## src/rtl/vq_pkg.sv

```systemverilog
// Shared widths, the config/tag bundle that rides with each element, and the
// signed saturation helper used by the dequantize/quantize datapaths.
package vq_pkg;

  localparam int IN_W    = 8;
  localparam int SCALE_W = 16;
  localparam int SH_W    = 5;
  localparam int OUT_W   = 32;
  localparam int PROD_W  = IN_W + 1 + SCALE_W;

  typedef struct packed {
    logic [SCALE_W-1:0]     scale;
    logic signed [IN_W-1:0] zp;
    logic [SH_W-1:0]        shift;
    logic                   last;
  } vq_cfg_t;

  // Clamp a signed value to the range of a width-bit two's complement number.
  function automatic logic signed [63:0] sat_s(input logic signed [63:0] value,
                                               input int width);
    logic signed [63:0] hi;
    logic signed [63:0] lo;
    hi = (64'sd1 <<< (width - 1)) - 64'sd1;
    lo = -hi - 64'sd1;
    if (value > hi) return hi;
    if (value < lo) return lo;
    return value;
  endfunction

endpackage

```

## src/rtl/vq_round_sat.sv

```systemverilog
// Round-half-up arithmetic right shift of a signed product, then saturation
// to the signed output width. Purely combinational.
module vq_round_sat #(
  parameter int P_W   = vq_pkg::PROD_W,
  parameter int SH_W  = vq_pkg::SH_W,
  parameter int OUT_W = vq_pkg::OUT_W
) (
  input  logic signed [P_W-1:0]   p_i,
  input  logic [SH_W-1:0]         shift_i,
  output logic signed [OUT_W-1:0] y_o
);
  import vq_pkg::*;

  logic signed [63:0] ext;
  logic signed [63:0] bias;
  logic signed [63:0] r;

  // 64 bits holds the product plus the largest rounding bias, so shifts past
  // the product width settle cleanly to 0 or -1.
  always_comb begin
    ext  = 64'(p_i);
    bias = '0;
    if (shift_i != '0) bias = 64'sd1 <<< (shift_i - SH_W'(1));
    r    = (ext + bias) >>> shift_i;
    y_o  = OUT_W'(sat_s(r, OUT_W));
  end

endmodule

```

## src/rtl/vq_dequant_vec.sv

```systemverilog
// Streaming vector dequantizer: y = sat(((x - zp) * scale) rounded >>> shift),
// two-stage pipeline with per-vector config captured on the first element.
module vq_dequant_vec #(
  parameter int IN_W    = vq_pkg::IN_W,
  parameter int SCALE_W = vq_pkg::SCALE_W,
  parameter int SH_W    = vq_pkg::SH_W,
  parameter int OUT_W   = vq_pkg::OUT_W,
  parameter int VEC_LEN = 8
) (
  input  logic               clk_i,
  input  logic               rst_i,
  input  logic [SCALE_W-1:0] scale_i,
  input  logic [IN_W-1:0]    zero_point_i,
  input  logic [SH_W-1:0]    shift_i,
  input  logic               valid_i,
  output logic               ready_o,
  input  logic [IN_W-1:0]    din_i,
  output logic               valid_o,
  input  logic               ready_i,
  output logic [OUT_W-1:0]   dout_o,
  output logic               last_o,
  output logic               done_o,
  output logic               busy_o
);
  import vq_pkg::*;

  localparam int P_W   = IN_W + 1 + SCALE_W;
  localparam int CNT_W = (VEC_LEN > 1) ? $clog2(VEC_LEN) : 1;

  logic [CNT_W-1:0]        in_cnt;
  vq_cfg_t                 cfg_q;
  vq_cfg_t                 cfg_in;
  vq_cfg_t                 s1_cfg;
  logic signed [IN_W-1:0]  s1_x;
  logic                    s1_valid;
  logic                    s2_valid;
  logic                    s1_adv;
  logic                    accept;
  logic signed [IN_W:0]    diff;
  logic signed [P_W-1:0]   d_ext;
  logic signed [P_W-1:0]   s_ext;
  logic signed [P_W-1:0]   prod;
  logic signed [OUT_W-1:0] y;
  logic signed [OUT_W-1:0] dout_q;
  logic                    last_q;
  logic                    done_q;

  // Handshake: a transfer happens on a rising edge where valid and ready are
  // both high; a stage advances only when the stage below is empty or draining.
  assign s1_adv  = s1_valid && (!s2_valid || ready_i);
  assign ready_o = !rst_i && (!s1_valid || s1_adv);
  assign accept  = valid_i && ready_o;

  // Element 0 takes config from the ports; later elements reuse the latched copy.
  always_comb begin
    cfg_in = cfg_q;
    if (in_cnt == '0) begin
      cfg_in.scale = scale_i;
      cfg_in.zp    = zero_point_i;
      cfg_in.shift = shift_i;
    end
    cfg_in.last = (in_cnt == CNT_W'(VEC_LEN - 1));
  end

  always_comb begin
    diff  = {s1_x[IN_W-1], s1_x} - {s1_cfg.zp[IN_W-1], s1_cfg.zp};
    d_ext = P_W'(diff);
    s_ext = P_W'({1'b0, s1_cfg.scale});
    prod  = d_ext * s_ext;
  end

  vq_round_sat #(
    .P_W   (P_W),
    .SH_W  (SH_W),
    .OUT_W (OUT_W)
  ) u_round_sat (
    .p_i     (prod),
    .shift_i (s1_cfg.shift),
    .y_o     (y)
  );

  always_ff @(posedge clk_i) begin
    if (rst_i) begin
      in_cnt   <= '0;
      cfg_q    <= '0;
      s1_cfg   <= '0;
      s1_x     <= '0;
      s1_valid <= 1'b0;
      s2_valid <= 1'b0;
      dout_q   <= '0;
      last_q   <= 1'b0;
      done_q   <= 1'b0;
    end else begin
      done_q <= s2_valid && ready_i && last_q;
      if (accept) begin
        in_cnt <= cfg_in.last ? '0 : in_cnt + CNT_W'(1);
        if (in_cnt == '0) cfg_q <= cfg_in;
        s1_cfg <= cfg_in;
        s1_x   <= din_i;
      end
      if (accept) s1_valid <= 1'b1;
      else if (s1_adv) s1_valid <= 1'b0;
      if (s1_adv) begin
        s2_valid <= 1'b1;
        dout_q   <= y;
        last_q   <= s1_cfg.last;
      end else if (ready_i) begin
        s2_valid <= 1'b0;
      end
    end
  end

  assign valid_o = s2_valid;
  assign dout_o  = dout_q;
  assign last_o  = last_q;
  assign done_o  = done_q;
  assign busy_o  = (in_cnt != '0) || s1_valid || s2_valid;

endmodule

```

## config.mk

```make
export PLATFORM = sky130hd
export DESIGN_NAME = vq_dequant_vec
export DESIGN_NICKNAME = d
export VERILOG_FILES = /design/src/rtl/vq_pkg.sv /design/src/rtl/vq_round_sat.sv /design/src/rtl/vq_dequant_vec.sv
export SDC_FILE = /design/constraint.sdc
export NUM_CORES = 1
export LEC_CHECK = 0
export BUFFER_PORTS_ARGS = -buffer_cell sky130_fd_sc_hd__buf_2
export CAP_MARGIN = 30
export CELL_PAD_IN_SITES_DETAIL_PLACEMENT = 1
export CELL_PAD_IN_SITES_GLOBAL_PLACEMENT = 1
export CORE_MARGIN = 10
export CORE_UTILIZATION = 43
export DETAILED_ROUTE_END_ITERATION = 7
export PLACE_DENSITY = 0.83
export REMOVE_ABC_BUFFERS = 1
export SLEW_MARGIN = 5
export SYNTH_ARGS = -nofsm -noshare
export SYNTH_HDL_FRONTEND = slang
export SYNTH_SLANG_ARGS = --single-unit
export TNS_END_PERCENT = 10
```

## constraint.sdc

```tcl
create_clock -name clk_i -period 10.45 [get_ports clk_i]
set_input_delay 3.135 -clock clk_i [delete_from_list [all_inputs] [get_ports clk_i]]
set_output_delay 3.135 -clock clk_i [all_outputs]
set_load 0.005 [all_outputs]
```

==> run_results.csv <==
group,metric,value,unit
synth,yosys.area.top_type_share,15.3,%
synth,yosysTopAreaCell,"dfxtp_1",
clock_tree,clkLatencyLatePin,0.37,ns
placed_design,post-place-ws,-0.907,ns
pwr,vdd_drop_max,0.152,mV
critical_path,crit_required,10.73,ns
synth,netlist_instances,1812,
synth,ys_types,90,
global_route,grt_pass1_vias,15043,
min_path,min-delay-path-class,"flop to flop",
global_route,antenna_found_initial,0,
timing,post-route-period-util,97.8,%
synth,synth.most_common_cell,"nand2_1",
detailed_routing,detail-route-antenna-nets,0,
timing,period_needed,10.22,ns
critical_path,cp-start-kind,"flop",
cells_and_area,n_antenna_cell,0,
cells_and_area,drive_gt1_share,17.1,%
clock_tree,cts_hold_buffers,0,
critical_path,slowest_stage,"fa_1",
clock_tree,cts_max_level,3,
clock_tree,cts_sinks,106,
detailed_routing,routed_via_density,6.26,
placed_design,dpl.hpwl,38800,um
cells_and_area,fillers,3951,
detailed_routing,drc_errors,0,
timing,worstMarginPinSlew,0.943,ns
die,initial_core_util,43.8,%
global_route,grt_start_max_net_pins,70,
placed_design,place_area,15000,sq um
timing,max_slew_margin,36.5,%
detailed_routing,drt_iter0_drc,1140,
detailed_routing,vias,14356,
critical_path,worstPathArrival,10.50,ns
synth,synth-edff-count,0,
timing,finalSetupViolations,0,
min_path,hp-start,"cfg_q[28]",
pwr,leakagePower,7.31,nW
clock_tree,cts_tree,"done",
placed_design,port_buffers,77,
timing,fin_ws,0.228,ns
clock_tree,clockRootBuffer,"clkbuf_16",
detailed_routing,drt-wirelength-per-cell,23.3,um
critical_path,reg2reg_from,"s1_cfg[7]",
clock_tree,cts.clk_slew.worst_paths,0.08,ns
critical_path,critPathMaxFanout,9,
cells_and_area,final_nets,2137,
synth,synth_commonest_cells,"nand2_1, nor2_1, inv_1",
timing,fin_skew,0.0129,ns
status,status,"completed",
global_route,grt_overflow,0,
critical_path,path_class,"flop to flop",
cells_and_area,fin_util,50.6,%
critical_path,endpoint_kind,"flop",
die,rows,65,
die,io_pins,78,
die,die_w,200,um
critical_path,cpPeakStageDelay,0.55,ns
clock_tree,numCtsBuffers,9,
die,die_area,39900,sq um
critical_path,crit_top_cell,"inv_1",
job,timing.max_cap.violations,0,
global_route,grtUsageTotal,25.7,%
synth,synth_ff_type,"dfxtp_1",
detailed_routing,dr.pass1.iters,5,
synth,yosysSeqAreaShare,15.3,%
cells_and_area,final_cell_area,16100,sq um
synth,ys_seq_elements,106,
placed_design,gp_congestion,0.965,
die,core_area,31700,sq um
synth,yosysWarnings,0,
synth,avgSynthCellArea,7.66,sq um
timing,drv_slew,0,
synth,async_reset_ff_share,0,%
synth,synth_area,13900,sq um
pwr,powerDensity,324,nW/um^2
global_route,grt_pass1_wl,81700,um
timing,fmax,0.0978,GHz
die,die_h,200,um
timing,tns,0,ns
clock_tree,cts_buffer_depth,2,
cells_and_area,syn_to_final_growth,15.6,%
critical_path,crit_path_start,"s1_cfg[7]",
timing,hold_viol_final,0,
detailed_routing,routed_wl,53400,um
synth,synth_area_leaders,"dfxtp_1, fa_1, ha_1",
-- worst max-delay path: cells and delay by family, from the launching register on --
family                   cells  cell delay, ns
adder cells (fa/ha/maj)      8            3.45
AO/OA/AOI/OAI               16            3.23
XOR/XNOR                     1            0.15
AND/OR/NAND/NOR             10            1.91
flip-flops                   1            0.34
buffers and inverters       10            1.03
-- cell type report --
| cell class | count | area, sq um | area share [%] |
|---|---|---|---|
| clock buffers | 9 | 225 | 1.40 |
| clock inverters | 7 | 83.8 | 0.522 |
| inverters | 123 | 464 | 2.89 |
| multi-input cells | 1468 | 11400 | 70.9 |
| flip-flops and latches | 106 | 2130 | 13.2 |
| well taps | 402 | 503 | 3.13 |
| repair buffers | 178 | 1260 | 7.88 |
-- stage by stage --
step / total power [W] / hold slack, ns / std cells
floorplan: 0.00301 / 0.426 / 1697
global placement: 0.00413 / 0.440 / 2252
detailed placement: 0.00428 / 0.446 / 2254
CTS: 0.00477 / 0.457 / 2270
global route: 0.00552 / 0.486 / 2293
finish: 0.00520 / 0.457 / 2293
-- layer usage --
layer  up-vias  wire [um]  global-route usage (%)
li1       6500          -                       -
met1      7155      22400                    33.1
met2       564      25400                    42.1
met3       137       3660                    4.58
met4         0       1970                    9.31
met5         -          0                       0
-- report_power, final --
group          internal, W  switching [W]  total, W
clock network     0.000190       0.000176  0.000366
logic              0.00166        0.00270   0.00436
registers         0.000441      0.0000350  0.000476
total              0.00229        0.00291   0.00520
-- worst paths after layout --
check	to	cells after the start	slack, ns
max	dout_o[16]	45	0.23
min	cfg_q[28]	2	0.46
max reg2reg	dout_o[16]	45	0.23
min reg2reg	cfg_q[28]	2	0.46
-- registers in the layout (all words and copies together) (netlist names) --
register  flops
in_cnt        3
valid_o       1
done_o        1
cfg_q        29
s1_valid      1
last_o        1
s1_x          8
dout_o       32
s1_cfg       30
-- repair_timing --
item / CTS / global route
resized for setup: 43 / 87
pin swaps: 10 / 49
endpoints found under the hold margin: 0 / 0
endpoints found under the setup margin: 31 / 31
buffers inserted: 0 / 21
gates cloned: 0 / 2
-- layout by cell type (no fill, tap or decap), types with 9 or more instances in the layout --
master,count
inv_1,120
a21oi_2,12
o31ai_1,11
a21oi_1,98
ha_1,95
mux2i_1,57
xor2_1,20
and2_1,73
nor2_1,184
nand3b_1,11
nor3_1,30
o21ai_2,9
o211ai_1,35
o221ai_1,9
dfxtp_1,103
a31oi_1,14
xnor2_1,20
clkbuf_16,11
buf_4,90
o21ai_1,15
a211oi_2,14
o22ai_1,16
a211oi_1,67
nor2b_1,11
and3_1,12
nand2b_1,38
fa_1,101
o21ai_0,58
buf_2,76
a21o_1,14
nand2_1,223
nand3_1,30
-- cells by family after synthesis --
kind of cell | after synthesis | synth area share, %
XOR/XNOR | 46 | 2.90
AND/OR/NAND/NOR | 664 | 22.2
adder cells (fa/ha/maj) | 210 | 24.4
multiplexers | 68 | 5.25
buffers and inverters | 238 | 6.60
AO/OA/AOI/OAI | 478 | 23.3
flip-flops | 106 | 15.3
other | 2 | 0.0541
No activity file was read; power rests on OpenSTA's default activity.
